[src/rtl/pipe_pkg.sv]
`default_nettype none
// +----------------------------------------------------------------------+
// | Module : pipe_pkg                                                    |
// | Purpose: Shared pipeline definitions: ALUOp encodings understood by  |
// |          main control and ALU control, bit positions inside the      |
// |          7-bit decoded control word, and the NOP encodings written   |
// |          into EX on a bubble or flush.                               |
// | Ports  : none (package)                                              |
// | Rev    : 1.0  initial release                                        |
// +----------------------------------------------------------------------+
package pipe_pkg;

  localparam int CTRL_W  = 7;
  localparam int ALUOP_W = 4;
  localparam int REGS_W  = 15;
  localparam int FUNCT_W = 6;

  // Bit positions inside id_ctrl / ex_ctrl.
  localparam int CTRL_REG_WRITE = 6;
  localparam int CTRL_MEM_TO_REG = 5;
  localparam int CTRL_MEM_READ  = 4;
  localparam int CTRL_MEM_WRITE = 3;
  localparam int CTRL_BRANCH    = 2;
  localparam int CTRL_ALU_SRC   = 1;
  localparam int CTRL_REG_DST   = 0;

  typedef enum logic [ALUOP_W-1:0] {
    ALUOP_ADD   = 4'b0000,  // lw / sw / addi / addiu
    ALUOP_SUB   = 4'b0001,  // beq compare
    ALUOP_RTYPE = 4'b0010,  // decode via funct
    ALUOP_LUI   = 4'b0011,
    ALUOP_ORI   = 4'b0100
  } alu_op_e;

  // A NOP is an add with every side effect disabled (reg_write = 0).
  localparam logic [CTRL_W-1:0]  NOP_CTRL   = '0;
  localparam logic [ALUOP_W-1:0] NOP_ALU_OP = ALUOP_ADD;

  // A NOP is written on any non-frozen cycle that carries a kill request.
  function automatic logic nop_cycle(input logic hold, input logic flush,
                                     input logic bubble, input logic pending);
    return !hold && (flush || bubble || pending);
  endfunction

endpackage
`default_nettype wire

[src/rtl/id_ex_stage_reg_if.sv]
`default_nettype none
// +----------------------------------------------------------------------+
// | Module : id_ex_stage_reg_if                                          |
// | Purpose: Bundles the ID-side inputs, pipeline controls and EX-side   |
// |          outputs of the ID/EX register.                              |
// | Ports  : master - drives id_* and hold/bubble/flush, observes ex_*   |
// |          slave  - the stage register itself                          |
// | Rev    : 1.0  initial release                                        |
// +----------------------------------------------------------------------+
interface id_ex_stage_reg_if #(
  parameter int DATA_W = 32,
  parameter int CNT_W  = 16
);
  import pipe_pkg::*;

  logic                hold;
  logic                bubble;
  logic                flush;

  logic                id_valid;
  logic [CTRL_W-1:0]   id_ctrl;
  logic [ALUOP_W-1:0]  id_alu_op;
  logic [DATA_W-1:0]   id_rs_data;
  logic [DATA_W-1:0]   id_rt_data;
  logic [DATA_W-1:0]   id_imm;
  logic [REGS_W-1:0]   id_regs;
  logic [FUNCT_W-1:0]  id_funct;
  logic [DATA_W-1:0]   id_pc4;

  logic                ex_valid;
  logic [CTRL_W-1:0]   ex_ctrl;
  logic [ALUOP_W-1:0]  ex_alu_op;
  logic [DATA_W-1:0]   ex_rs_data;
  logic [DATA_W-1:0]   ex_rt_data;
  logic [DATA_W-1:0]   ex_imm;
  logic [REGS_W-1:0]   ex_regs;
  logic [FUNCT_W-1:0]  ex_funct;
  logic [DATA_W-1:0]   ex_pc4;

  logic                flush_pending;
  logic [CNT_W-1:0]    bubble_cnt;

  modport master (
    output hold, bubble, flush,
    output id_valid, id_ctrl, id_alu_op, id_rs_data, id_rt_data,
    output id_imm, id_regs, id_funct, id_pc4,
    input  ex_valid, ex_ctrl, ex_alu_op, ex_rs_data, ex_rt_data,
    input  ex_imm, ex_regs, ex_funct, ex_pc4,
    input  flush_pending, bubble_cnt
  );

  modport slave (
    input  hold, bubble, flush,
    input  id_valid, id_ctrl, id_alu_op, id_rs_data, id_rt_data,
    input  id_imm, id_regs, id_funct, id_pc4,
    output ex_valid, ex_ctrl, ex_alu_op, ex_rs_data, ex_rt_data,
    output ex_imm, ex_regs, ex_funct, ex_pc4,
    output flush_pending, bubble_cnt
  );

endinterface
`default_nettype wire

[src/rtl/id_ex_stage_reg_sat_counter.sv]
`default_nettype none
// +----------------------------------------------------------------------+
// | Module : sat_counter                                                 |
// | Purpose: Up-counter that sticks at all-ones instead of wrapping.     |
// | Ports  : clk, rst (async, active-high), clear_i (sync clear),        |
// |          inc_i (count one), count_o (current value)                  |
// | Rev    : 1.0  initial release                                        |
// +----------------------------------------------------------------------+
module sat_counter #(
  parameter int CNT_W = 16
) (
  input  wire logic             clk,
  input  wire logic             rst,
  input  wire logic             clear_i,
  input  wire logic             inc_i,
  output logic      [CNT_W-1:0] count_o
);

  logic [CNT_W-1:0] count_q;
  logic [CNT_W-1:0] count_d;

  always_comb begin
    count_d = count_q;
    if (clear_i) begin
      count_d = '0;
    end else if (inc_i && (count_q != {CNT_W{1'b1}})) begin
      count_d = count_q + 1'b1;
    end
  end

  always_ff @(posedge clk or posedge rst) begin
    if (rst) begin
      count_q <= '0;
    end else begin
      count_q <= count_d;
    end
  end

  assign count_o = count_q;

endmodule
`default_nettype wire

[src/rtl/id_ex_stage_reg.sv]
`default_nettype none
// +----------------------------------------------------------------------+
// | Module : id_ex_stage_reg                                             |
// | Purpose: ID/EX pipeline register with hold, bubble and flush, a      |
// |          sticky flush remembered across hold, and a saturating       |
// |          count of NOPs written into EX.                              |
// | Ports  : clk, rst (async, active-high)                               |
// |          stage_if (slave) - id_* in, ex_* out, hold/bubble/flush,    |
// |                             flush_pending, bubble_cnt                |
// | Rev    : 1.0  initial release                                        |
// +----------------------------------------------------------------------+
module id_ex_stage_reg
  import pipe_pkg::*;
#(
  parameter int DATA_W = 32,
  parameter int CNT_W  = 16
) (
  input wire logic          clk,
  input wire logic          rst,
  id_ex_stage_reg_if.slave  stage_if
);

  logic                valid_q,   valid_d;
  logic [CTRL_W-1:0]   ctrl_q,    ctrl_d;
  logic [ALUOP_W-1:0]  alu_op_q,  alu_op_d;
  logic [DATA_W-1:0]   rs_data_q, rs_data_d;
  logic [DATA_W-1:0]   rt_data_q, rt_data_d;
  logic [DATA_W-1:0]   imm_q,     imm_d;
  logic [REGS_W-1:0]   regs_q,    regs_d;
  logic [FUNCT_W-1:0]  funct_q,   funct_d;
  logic [DATA_W-1:0]   pc4_q,     pc4_d;
  logic                pending_q, pending_d;

  logic                nop_w;
  logic [CNT_W-1:0]    bubble_cnt_w;

  // One count per NOP cycle, however many kill sources are active.
  assign nop_w = nop_cycle(stage_if.hold, stage_if.flush,
                           stage_if.bubble, pending_q);

  always_comb begin
    valid_d   = valid_q;
    ctrl_d    = ctrl_q;
    alu_op_d  = alu_op_q;
    rs_data_d = rs_data_q;
    rt_data_d = rt_data_q;
    imm_d     = imm_q;
    regs_d    = regs_q;
    funct_d   = funct_q;
    pc4_d     = pc4_q;
    pending_d = pending_q;

    if (stage_if.hold) begin
      // Bubble is dropped here: the hazard unit re-raises it once the
      // stall clears. A flush cannot be dropped, so it is remembered.
      if (stage_if.flush) begin
        pending_d = 1'b1;
      end
    end else if (nop_w) begin
      valid_d   = 1'b0;
      ctrl_d    = NOP_CTRL;
      alu_op_d  = NOP_ALU_OP;
      rs_data_d = '0;
      rt_data_d = '0;
      imm_d     = '0;
      regs_d    = '0;
      funct_d   = '0;
      pc4_d     = '0;
      pending_d = 1'b0;
    end else begin
      valid_d   = stage_if.id_valid;
      ctrl_d    = stage_if.id_ctrl;
      alu_op_d  = stage_if.id_alu_op;
      rs_data_d = stage_if.id_rs_data;
      rt_data_d = stage_if.id_rt_data;
      imm_d     = stage_if.id_imm;
      regs_d    = stage_if.id_regs;
      funct_d   = stage_if.id_funct;
      pc4_d     = stage_if.id_pc4;
    end
  end

  always_ff @(posedge clk or posedge rst) begin
    if (rst) begin
      valid_q   <= 1'b0;
      ctrl_q    <= '0;
      alu_op_q  <= '0;
      rs_data_q <= '0;
      rt_data_q <= '0;
      imm_q     <= '0;
      regs_q    <= '0;
      funct_q   <= '0;
      pc4_q     <= '0;
      pending_q <= 1'b0;
    end else begin
      valid_q   <= valid_d;
      ctrl_q    <= ctrl_d;
      alu_op_q  <= alu_op_d;
      rs_data_q <= rs_data_d;
      rt_data_q <= rt_data_d;
      imm_q     <= imm_d;
      regs_q    <= regs_d;
      funct_q   <= funct_d;
      pc4_q     <= pc4_d;
      pending_q <= pending_d;
    end
  end

  sat_counter #(
    .CNT_W (CNT_W)
  ) u_bubble_cnt (
    .clk     (clk),
    .rst     (rst),
    .clear_i (1'b0),
    .inc_i   (nop_w),
    .count_o (bubble_cnt_w)
  );

  assign stage_if.ex_valid      = valid_q;
  assign stage_if.ex_ctrl       = ctrl_q;
  assign stage_if.ex_alu_op     = alu_op_q;
  assign stage_if.ex_rs_data    = rs_data_q;
  assign stage_if.ex_rt_data    = rt_data_q;
  assign stage_if.ex_imm        = imm_q;
  assign stage_if.ex_regs       = regs_q;
  assign stage_if.ex_funct      = funct_q;
  assign stage_if.ex_pc4        = pc4_q;
  assign stage_if.flush_pending = pending_q;
  assign stage_if.bubble_cnt    = bubble_cnt_w;

endmodule
`default_nettype wire

[src/flat_wrapper.sv]
// flat-port wrapper written by rule: the top's interface ports become plain ports
module id_ex_stage_reg_flat import pipe_pkg::*;
#(
  parameter int DATA_W = 32,
  parameter int CNT_W  = 16
)
  (clk, rst, stage_if_hold, stage_if_bubble, stage_if_flush, stage_if_id_valid, stage_if_id_ctrl, stage_if_id_alu_op, stage_if_id_rs_data, stage_if_id_rt_data, stage_if_id_imm, stage_if_id_regs, stage_if_id_funct, stage_if_id_pc4, stage_if_ex_valid, stage_if_ex_ctrl, stage_if_ex_alu_op, stage_if_ex_rs_data, stage_if_ex_rt_data, stage_if_ex_imm, stage_if_ex_regs, stage_if_ex_funct, stage_if_ex_pc4, stage_if_flush_pending, stage_if_bubble_cnt);
  id_ex_stage_reg_if #(.DATA_W(DATA_W), .CNT_W(CNT_W)) stage_if_i ();
  input wire logic clk;
  input wire logic rst;
  input wire logic [$bits(stage_if_i.hold)-1:0] stage_if_hold;
  input wire logic [$bits(stage_if_i.bubble)-1:0] stage_if_bubble;
  input wire logic [$bits(stage_if_i.flush)-1:0] stage_if_flush;
  input wire logic [$bits(stage_if_i.id_valid)-1:0] stage_if_id_valid;
  input wire logic [$bits(stage_if_i.id_ctrl)-1:0] stage_if_id_ctrl;
  input wire logic [$bits(stage_if_i.id_alu_op)-1:0] stage_if_id_alu_op;
  input wire logic [$bits(stage_if_i.id_rs_data)-1:0] stage_if_id_rs_data;
  input wire logic [$bits(stage_if_i.id_rt_data)-1:0] stage_if_id_rt_data;
  input wire logic [$bits(stage_if_i.id_imm)-1:0] stage_if_id_imm;
  input wire logic [$bits(stage_if_i.id_regs)-1:0] stage_if_id_regs;
  input wire logic [$bits(stage_if_i.id_funct)-1:0] stage_if_id_funct;
  input wire logic [$bits(stage_if_i.id_pc4)-1:0] stage_if_id_pc4;
  output wire logic [$bits(stage_if_i.ex_valid)-1:0] stage_if_ex_valid;
  output wire logic [$bits(stage_if_i.ex_ctrl)-1:0] stage_if_ex_ctrl;
  output wire logic [$bits(stage_if_i.ex_alu_op)-1:0] stage_if_ex_alu_op;
  output wire logic [$bits(stage_if_i.ex_rs_data)-1:0] stage_if_ex_rs_data;
  output wire logic [$bits(stage_if_i.ex_rt_data)-1:0] stage_if_ex_rt_data;
  output wire logic [$bits(stage_if_i.ex_imm)-1:0] stage_if_ex_imm;
  output wire logic [$bits(stage_if_i.ex_regs)-1:0] stage_if_ex_regs;
  output wire logic [$bits(stage_if_i.ex_funct)-1:0] stage_if_ex_funct;
  output wire logic [$bits(stage_if_i.ex_pc4)-1:0] stage_if_ex_pc4;
  output wire logic [$bits(stage_if_i.flush_pending)-1:0] stage_if_flush_pending;
  output wire logic [$bits(stage_if_i.bubble_cnt)-1:0] stage_if_bubble_cnt;
  assign stage_if_i.hold = stage_if_hold;
  assign stage_if_i.bubble = stage_if_bubble;
  assign stage_if_i.flush = stage_if_flush;
  assign stage_if_i.id_valid = stage_if_id_valid;
  assign stage_if_i.id_ctrl = stage_if_id_ctrl;
  assign stage_if_i.id_alu_op = stage_if_id_alu_op;
  assign stage_if_i.id_rs_data = stage_if_id_rs_data;
  assign stage_if_i.id_rt_data = stage_if_id_rt_data;
  assign stage_if_i.id_imm = stage_if_id_imm;
  assign stage_if_i.id_regs = stage_if_id_regs;
  assign stage_if_i.id_funct = stage_if_id_funct;
  assign stage_if_i.id_pc4 = stage_if_id_pc4;
  assign stage_if_ex_valid = stage_if_i.ex_valid;
  assign stage_if_ex_ctrl = stage_if_i.ex_ctrl;
  assign stage_if_ex_alu_op = stage_if_i.ex_alu_op;
  assign stage_if_ex_rs_data = stage_if_i.ex_rs_data;
  assign stage_if_ex_rt_data = stage_if_i.ex_rt_data;
  assign stage_if_ex_imm = stage_if_i.ex_imm;
  assign stage_if_ex_regs = stage_if_i.ex_regs;
  assign stage_if_ex_funct = stage_if_i.ex_funct;
  assign stage_if_ex_pc4 = stage_if_i.ex_pc4;
  assign stage_if_flush_pending = stage_if_i.flush_pending;
  assign stage_if_bubble_cnt = stage_if_i.bubble_cnt;
  id_ex_stage_reg #(.DATA_W(DATA_W), .CNT_W(CNT_W)) u_core (.clk(clk), .rst(rst), .stage_if(stage_if_i));
endmodule
[config.mk]
export PLATFORM = sky130hd
export DESIGN_NAME = id_ex_stage_reg_flat
export DESIGN_NICKNAME = d
export VERILOG_FILES = /design/src/rtl/pipe_pkg.sv /design/src/rtl/id_ex_stage_reg_if.sv /design/src/rtl/id_ex_stage_reg_sat_counter.sv /design/src/rtl/id_ex_stage_reg.sv /design/src/flat_wrapper.sv
export SDC_FILE = /design/constraint.sdc
export NUM_CORES = 1
export LEC_CHECK = 0
export CAP_MARGIN = 15
export CORE_AREA = 4 4 133 135
export CTS_CLUSTER_SIZE = 24
export DETAILED_ROUTE_END_ITERATION = 16
export DIE_AREA = 0 0 137 139
export PLACE_DENSITY = 0.79
export SYNTH_ARGS = -nofsm -noshare
export SYNTH_HDL_FRONTEND = slang
export SYNTH_SLANG_ARGS = --single-unit
export TNS_END_PERCENT = 100
[constraint.sdc]
create_clock -name clk -period 12.5 [get_ports clk]
set_input_delay 2.5 -clock clk [delete_from_list [all_inputs] [get_ports clk]]
set_output_delay 2.5 -clock clk [all_outputs]
set_load 0.01 [all_outputs]
==> results of run 1 <==
how the worst max path moves through the flow:
stage                         start                              to  slack, ps  cells after the start
floorplan                       rst    u_core.stage_if.ex_alu_op[0]       5170                      1
global placement    stage_if_bubble  u_core.stage_if.ex_rs_data[15]       7480                      5
detailed placement  stage_if_bubble      u_core.stage_if.ex_imm[10]       7400                      5
CTS                 stage_if_bubble  u_core.stage_if.ex_rt_data[24]       7860                      5
global route        stage_if_bubble      u_core.stage_if.ex_imm[16]       7660                      5
finish              stage_if_bubble      u_core.stage_if.ex_imm[16]       7810                      5
cell type report:
cell class / count / area [sq um] / area share [%]
flip-flops and latches: 178 / 4450 / 41.9
repair buffers: 347 / 3460 / 32.5
multi-input cells: 220 / 1820 / 17.1
clock buffers: 17 / 425 / 4.00
well taps: 220 / 275 / 2.59
clock inverters: 14 / 179 / 1.68
inverters: 4 / 20.0 / 0.188
synthesized netlist by cell type, drive strengths merged:
cell type | instances | share of area, %
mux2 | 2 | 0.41
nor4 | 3 | 0.39
nand3 | 10 | 0.78
ha | 1 | 0.19
nor3 | 2 | 0.16
xor2 | 2 | 0.27
or2 | 1 | 0.097
and2 | 1 | 0.14
nand2 | 2 | 0.12
a31oi | 1 | 0.097
o21ai | 1 | 0.078
and4 | 1 | 0.16
xnor2 | 9 | 1.2
nand4 | 5 | 0.49
o2111ai | 1 | 0.14
or4 | 2 | 0.31
and3 | 5 | 0.53
o21a | 1 | 0.12
nor2 | 5 | 0.29
a22o | 161 | 22
a21oi | 4 | 0.31
clkbuf | 27 | 1.6
buf | 9 | 0.70
dfrtp | 178 | 69
inv | 4 | 0.23
cells in the final DEF, fill, tap and decap left out, drive strengths merged, types with 3 or more instances in the layout:
master	count
buf	5
nor4	3
nor2	5
dfrtp	178
clkdlybuf4s50	342
inv	8
clkinvlp	3
nand3	10
a22o	161
bufinv	3
clkinv	4
nand4	5
a21oi	4
and3	5
clkbuf	17
xnor2	9
per-layer routing:
metal  routed length [um]  global-route usage (%)  up-vias
met4                  695                    9.03        0
met1                 7780                    24.5     2617
met2                 9940                    34.6      250
met3                 1730                    7.33       48
li1                     -                       -     2332
met5                    0                       0        -
worst register-to-register path, cell delays in order (launching register included):
cell	delay [ps]
dfrtp_1	430
nor4_4	130
buf_4	550
buf_4	910
a22o_1	360
through the flow:
step,total power (W),util (%),std cells
6_report,0.00141,64.6,1000
2_1_floorplan,0.000728,-,438
5_1_grt,0.00147,64.6,1000
3_5_place_dp,0.000876,60.9,969
3_3_place_gp,0.000870,60.9,969
4_1_cts,0.00143,64.6,1000
state kept, by name, summed over array words and instances (netlist names):
name / count
u_core.stage_if.ex_alu_op: 4
u_core.stage_if.ex_imm: 32
u_core.u_bubble_cnt.count_o: 16
u_core.stage_if.ex_rt_data: 32
u_core.stage_if.ex_pc4: 32
u_core.stage_if.ex_valid: 1
u_core.stage_if.ex_regs: 15
u_core.stage_if.ex_ctrl: 7
u_core.stage_if.ex_rs_data: 32
u_core.stage_if.ex_funct: 6
u_core.stage_if.flush_pending: 1
kinds of logic (layout without fill, tap and decap cells):
kind of cell	Yosys count	after routing	share of synthesized area, %
buffers and inverters	40	382	2.51
muxes	2	2	0.409
and+or+nand+nor	37	37	3.44
AOI/OAI and AO/OA	169	169	22.7
adders and majority gates	1	1	0.195
xor gates and xnor gates	11	11	1.50
DFF	178	178	69.3
power by group through the flow:
stage	logic, W	clock network (W)	registers (W)
2_1_floorplan	0.0000630	0	0.000665
3_3_place_gp	0.000220	0	0.000651
3_5_place_dp	0.000224	0	0.000652
4_1_cts	0.000226	0.000557	0.000642
5_1_grt	0.000240	0.000583	0.000647
6_report	0.000223	0.000544	0.000642
==> qor.txt, run 1 <==
Max Clk Rate -> 213 MHz
I/O Pins -> 344
Root Driver -> clkbuf_16
post-synthesis register bit count -> 178
CTS Sinks -> 178
Mapped Area -> 6430 sq um
Max H-tree Level -> 4
Critical Path Most Common Cell -> buf_4
max_cap viols -> 0
GPL Wtd Cong -> 0.805
flop2flop setup slack -> 10050 ps
power share of the combinational group -> 15.8%
syn nets -> 605
FP Rows -> 47
syn_area_per_cell -> 14.7 sq um
maximum buffer depth of the clock tree -> 2
max incr delay on CP -> 870 ps
Top delay family on crit path -> buffers and inverters
setup_tns -> 0 ps
Worst Clk Skew -> 7.44 ps
Worst R2R End -> u_core.stage_if.ex_imm[16]
worst hold path depth -> 1
die height -> 139 um
Syn Inst Count -> 438
# port buffers -> 343
iteration-0 DRC count of the detailed router -> 274
initial antenna violation count -> 0
Post-CTS Resized -> 0
Seq/Total Area, Yosys -> 69.3%
Num CTS Buffers -> 17
die width -> 137 um
# hold bufs at CTS -> 0
RR Startpoint -> u_core.stage_if.flush_pending
HPWL Detailed -> 14.3 mm
1st-pass router iterations -> 5
Final ANT Viol Nets -> 0
Final Instance Area -> 10600 sq um
Final WS setup -> 7810 ps
Worst Setup Start Kind -> input pin
reg2reg path depth -> 4
RSZ-0062 raised after global routing -> no
DIE AREA -> 19000 sq um
Worst EP arrival -> 5030 ps
Slew Viols, Final -> 0
CP max stage cell -> buf_4
synth-to-layout area growth -> 65.4%
status -> finished clean
Psw -> 0.000345 W
share of post-route cells with drive strength above 1 -> 6.03%
peak supply drop -> 0.0893 mV
WL final -> 20.1 mm
Worst-path clk slew -> 70 ps
Seq pwr share -> 45.5%
Vias -> 5247
Leak -> 4.68 nW
dpl cell area -> 10000 sq um
critical path cell sequence -> clkdlybuf4s50_1 > nor4_4 > buf_4 > buf_4 > a22o_1
Clk Latency, worst-skew pair -> 420 ps
first-pass GRT wire length -> 31.0 mm
Final #Nets -> 935
DR vias/cell -> 5.25
Post CTS Setup Buffer Count -> 0
Fin. Hold Viols -> 0
yosys warns -> 0
Worst-Margin Slew -> 1110 ps
CTS tree -> done
crit path max fanout -> 99
WP data required -> 12850 ps
hold_sp -> u_core.stage_if.ex_rt_data[21]
headroom to the max-slew limit -> 26.3%
CP endpoint kind -> flop
clock share of power -> 38.6%
P_int -> 0.00106 W
# DRC -> 0
Place WS -> 7400 ps
gr usage total -> 20.9%
critical path class -> input pin to flop
number of global-route vias before repair -> 5585
Final period util -> 37.5%
Hold Path Class -> flop to flop
wire per inst -> 20.1 um
synth unique cells -> 29
Filler cells -> 1214
PwrDens -> 132 nW/um^2
min Tclk post-route -> 4690 ps
hold_ws -> 508 ps
Starting Density -> 39.1%
GRT Residual Overflow -> 0
Antenna diodes -> 0
Buf+Inv Stages, Crit Path -> 3
Final setup viols -> 0
switching share of power -> 24.5%
core area -> 16500 sq um
hold endpoint -> u_core.stage_if.ex_rt_data[21]
largest net degree at the start of global routing -> 103
(Power assumes the default switching activity.)
==> run 2, diff against run 1 <==
--- a/config.mk
+++ b/config.mk
@@ -6,11 +6,11 @@
 export NUM_CORES = 1
 export LEC_CHECK = 0
 export CAP_MARGIN = 15
-export CORE_AREA = 4 4 133 135
+export CORE_MARGIN = 4
+export CORE_UTILIZATION = 35
 export CTS_CLUSTER_SIZE = 24
 export DETAILED_ROUTE_END_ITERATION = 16
-export DIE_AREA = 0 0 137 139
-export PLACE_DENSITY = 0.79
+export PLACE_DENSITY = 0.75
 export SYNTH_ARGS = -nofsm -noshare
 export SYNTH_HDL_FRONTEND = slang
 export SYNTH_SLANG_ARGS = --single-unit
==> constraint.sdc (replaced) <==
create_clock -name clk -period 4.2 [get_ports clk]
set_input_delay 0.84 -clock clk [delete_from_list [all_inputs] [get_ports clk]]
set_output_delay 0.84 -clock clk [all_outputs]
set_load 0.01 [all_outputs]
==> qor.txt, run 2 (synthesis results as in run 1) <==
status -> finished clean
CTS Sinks -> 178
Psw -> 0.00103 W
WP data required -> 4490 ps
Max Clk Rate -> 410 MHz
Starting Density -> 35.7%
number of global-route vias before repair -> 5605
core area -> 18000 sq um
power share of the combinational group -> 16.1%
peak supply drop -> 0.420 mV
gr usage total -> 18.4%
Num CTS Buffers -> 17
clock share of power -> 37.9%
Final setup viols -> 0
Worst-path clk slew -> 60 ps
Post-CTS Resized -> 0
Post CTS Setup Buffer Count -> 0
Max H-tree Level -> 4
Worst Clk Skew -> 12.1 ps
commonest non-fill, non-tap cell in the layout -> clkdlybuf4s50_1
CP endpoint kind -> flop
# hold bufs at CTS -> 0
Top delay family on crit path -> simple AND/OR/NAND/NOR gates
CTS tree -> done
Filler cells -> 1437
largest net degree at the start of global routing -> 179
iteration-0 DRC count of the detailed router -> 196
critical path cell sequence -> clkdlybuf4s50_1 > nor3_1 > nor4_1 > nand3_1 > mux2_2
critical path class -> input pin to flop
area of the multi-input gates -> 1820 sq um
crit path max fanout -> 6
Worst EP arrival -> 2730 ps
setup_tns -> 0 ps
switching share of power -> 24.8%
P_int -> 0.00312 W
max incr delay on CP -> 740 ps
DR vias/cell -> 5.15
I/O Pins -> 344
Leak -> 4.67 nW
Hold Path Class -> flop to flop
# DRC -> 0
max_cap viols -> 0
GPL Wtd Cong -> 0.797
dpl cell area -> 10100 sq um
share of post-route cells with drive strength above 1 -> 5.77%
FP Rows -> 49
Fin. Hold Viols -> 0
first-pass GRT wire length -> 30.0 mm
Final period util -> 58.0%
CP max stage cell -> nor4_1
Seq pwr share -> 46.1%
maximum buffer depth of the clock tree -> 2
PwrDens -> 389 nW/um^2
DIE AREA -> 20600 sq um
Worst Setup Start Kind -> input pin
WL final -> 19.3 mm
Final Instance Area -> 10600 sq um
die height -> 144 um
# port buffers -> 343
HPWL Detailed -> 13.7 mm
min Tclk post-route -> 2440 ps
initial antenna violation count -> 0
Place WS -> 1330 ps
die width -> 144 um
Clk Latency, worst-skew pair -> 420 ps
Final #Nets -> 935
Final WS setup -> 1760 ps
Vias -> 5195
1st-pass router iterations -> 6
highest-count cells in the layout ignoring fill and taps -> clkdlybuf4s50_1, dfrtp_1, a22o_1, clkbuf_16, nand3_1
Reg area -> 4450 sq um
Worst-Margin Slew -> 924 ps
Buf+Inv Stages, Crit Path -> 1
synth-to-layout area growth -> 65.6%
RSZ-0062 raised after global routing -> no
Final ANT Viol Nets -> 0
GRT Residual Overflow -> 0
wire per inst -> 19.1 um
headroom to the max-slew limit -> 38.4%
Slew Viols, Final -> 0
Root Driver -> clkbuf_16
Antenna diodes -> 0
run 2: layer usage:
metal	routed length (um)	track usage, %
met2	9370	30.6
met3	1790	6.62
met1	7660	22.4
met4	439	5.60
met5	0	0
run 2: path summary, 6_finish.rpt:
kind	end	cells after the start	slack, ps	start
max in group asynchronous	u_core.u_bubble_cnt.count_o[14]	3	2470	rst
worst min-delay path	u_core.stage_if.ex_rt_data[14]	1	510	u_core.stage_if.ex_rt_data[14]
worst max register to register	u_core.u_bubble_cnt.count_o[1]	5	2210	u_core.u_bubble_cnt.count_o[0]
min in group asynchronous	u_core.stage_if.ex_rt_data[7]	3	1040	rst
worst min register to register	u_core.stage_if.ex_rt_data[14]	1	510	u_core.stage_if.ex_rt_data[14]
worst max-delay path	u_core.u_bubble_cnt.count_o[15]	5	1760	stage_if_flush
run 2: through the flow:
stage | cells | utilization (%) | total power, W | hold WS (ps)
2_1_floorplan | 438 | - | 0.00217 | 537
3_3_place_gp | 978 | 55.9 | 0.00259 | 491
3_5_place_dp | 978 | 55.9 | 0.00261 | 496
4_1_cts | 1009 | 59.1 | 0.00420 | 513
5_1_grt | 1009 | 59.1 | 0.00433 | 525
6_report | 1009 | 59.1 | 0.00414 | 507
run 2: power by group through the flow:
stage                     combinational, W  clock [W]  sequential [W]
after detailed placement          0.000671          0         0.00194
final                             0.000665    0.00157         0.00191
after floorplan                   0.000188          0         0.00198
after CTS                         0.000674    0.00161         0.00191
after global routing              0.000717    0.00169         0.00193
after global placement            0.000658          0         0.00193
run 2: area by class of cell:
type	count	share of cell area (%)
multi-input combinational	220	17.1
clock inverter	12	1.39
timing repair buffer	347	32.7
inverter	4	0.176
tap	229	2.69
clock buffer	19	4.07
sequential	178	41.8
run 2: worst reg2reg max path: cells and delay by family, from the launching register on:
| family | cells | cell delay (ps) |
|---|---|---|
| fa+ha+maj | 1 | 190 |
| flops | 1 | 430 |
| mux | 1 | 290 |
| simple gates | 3 | 980 |
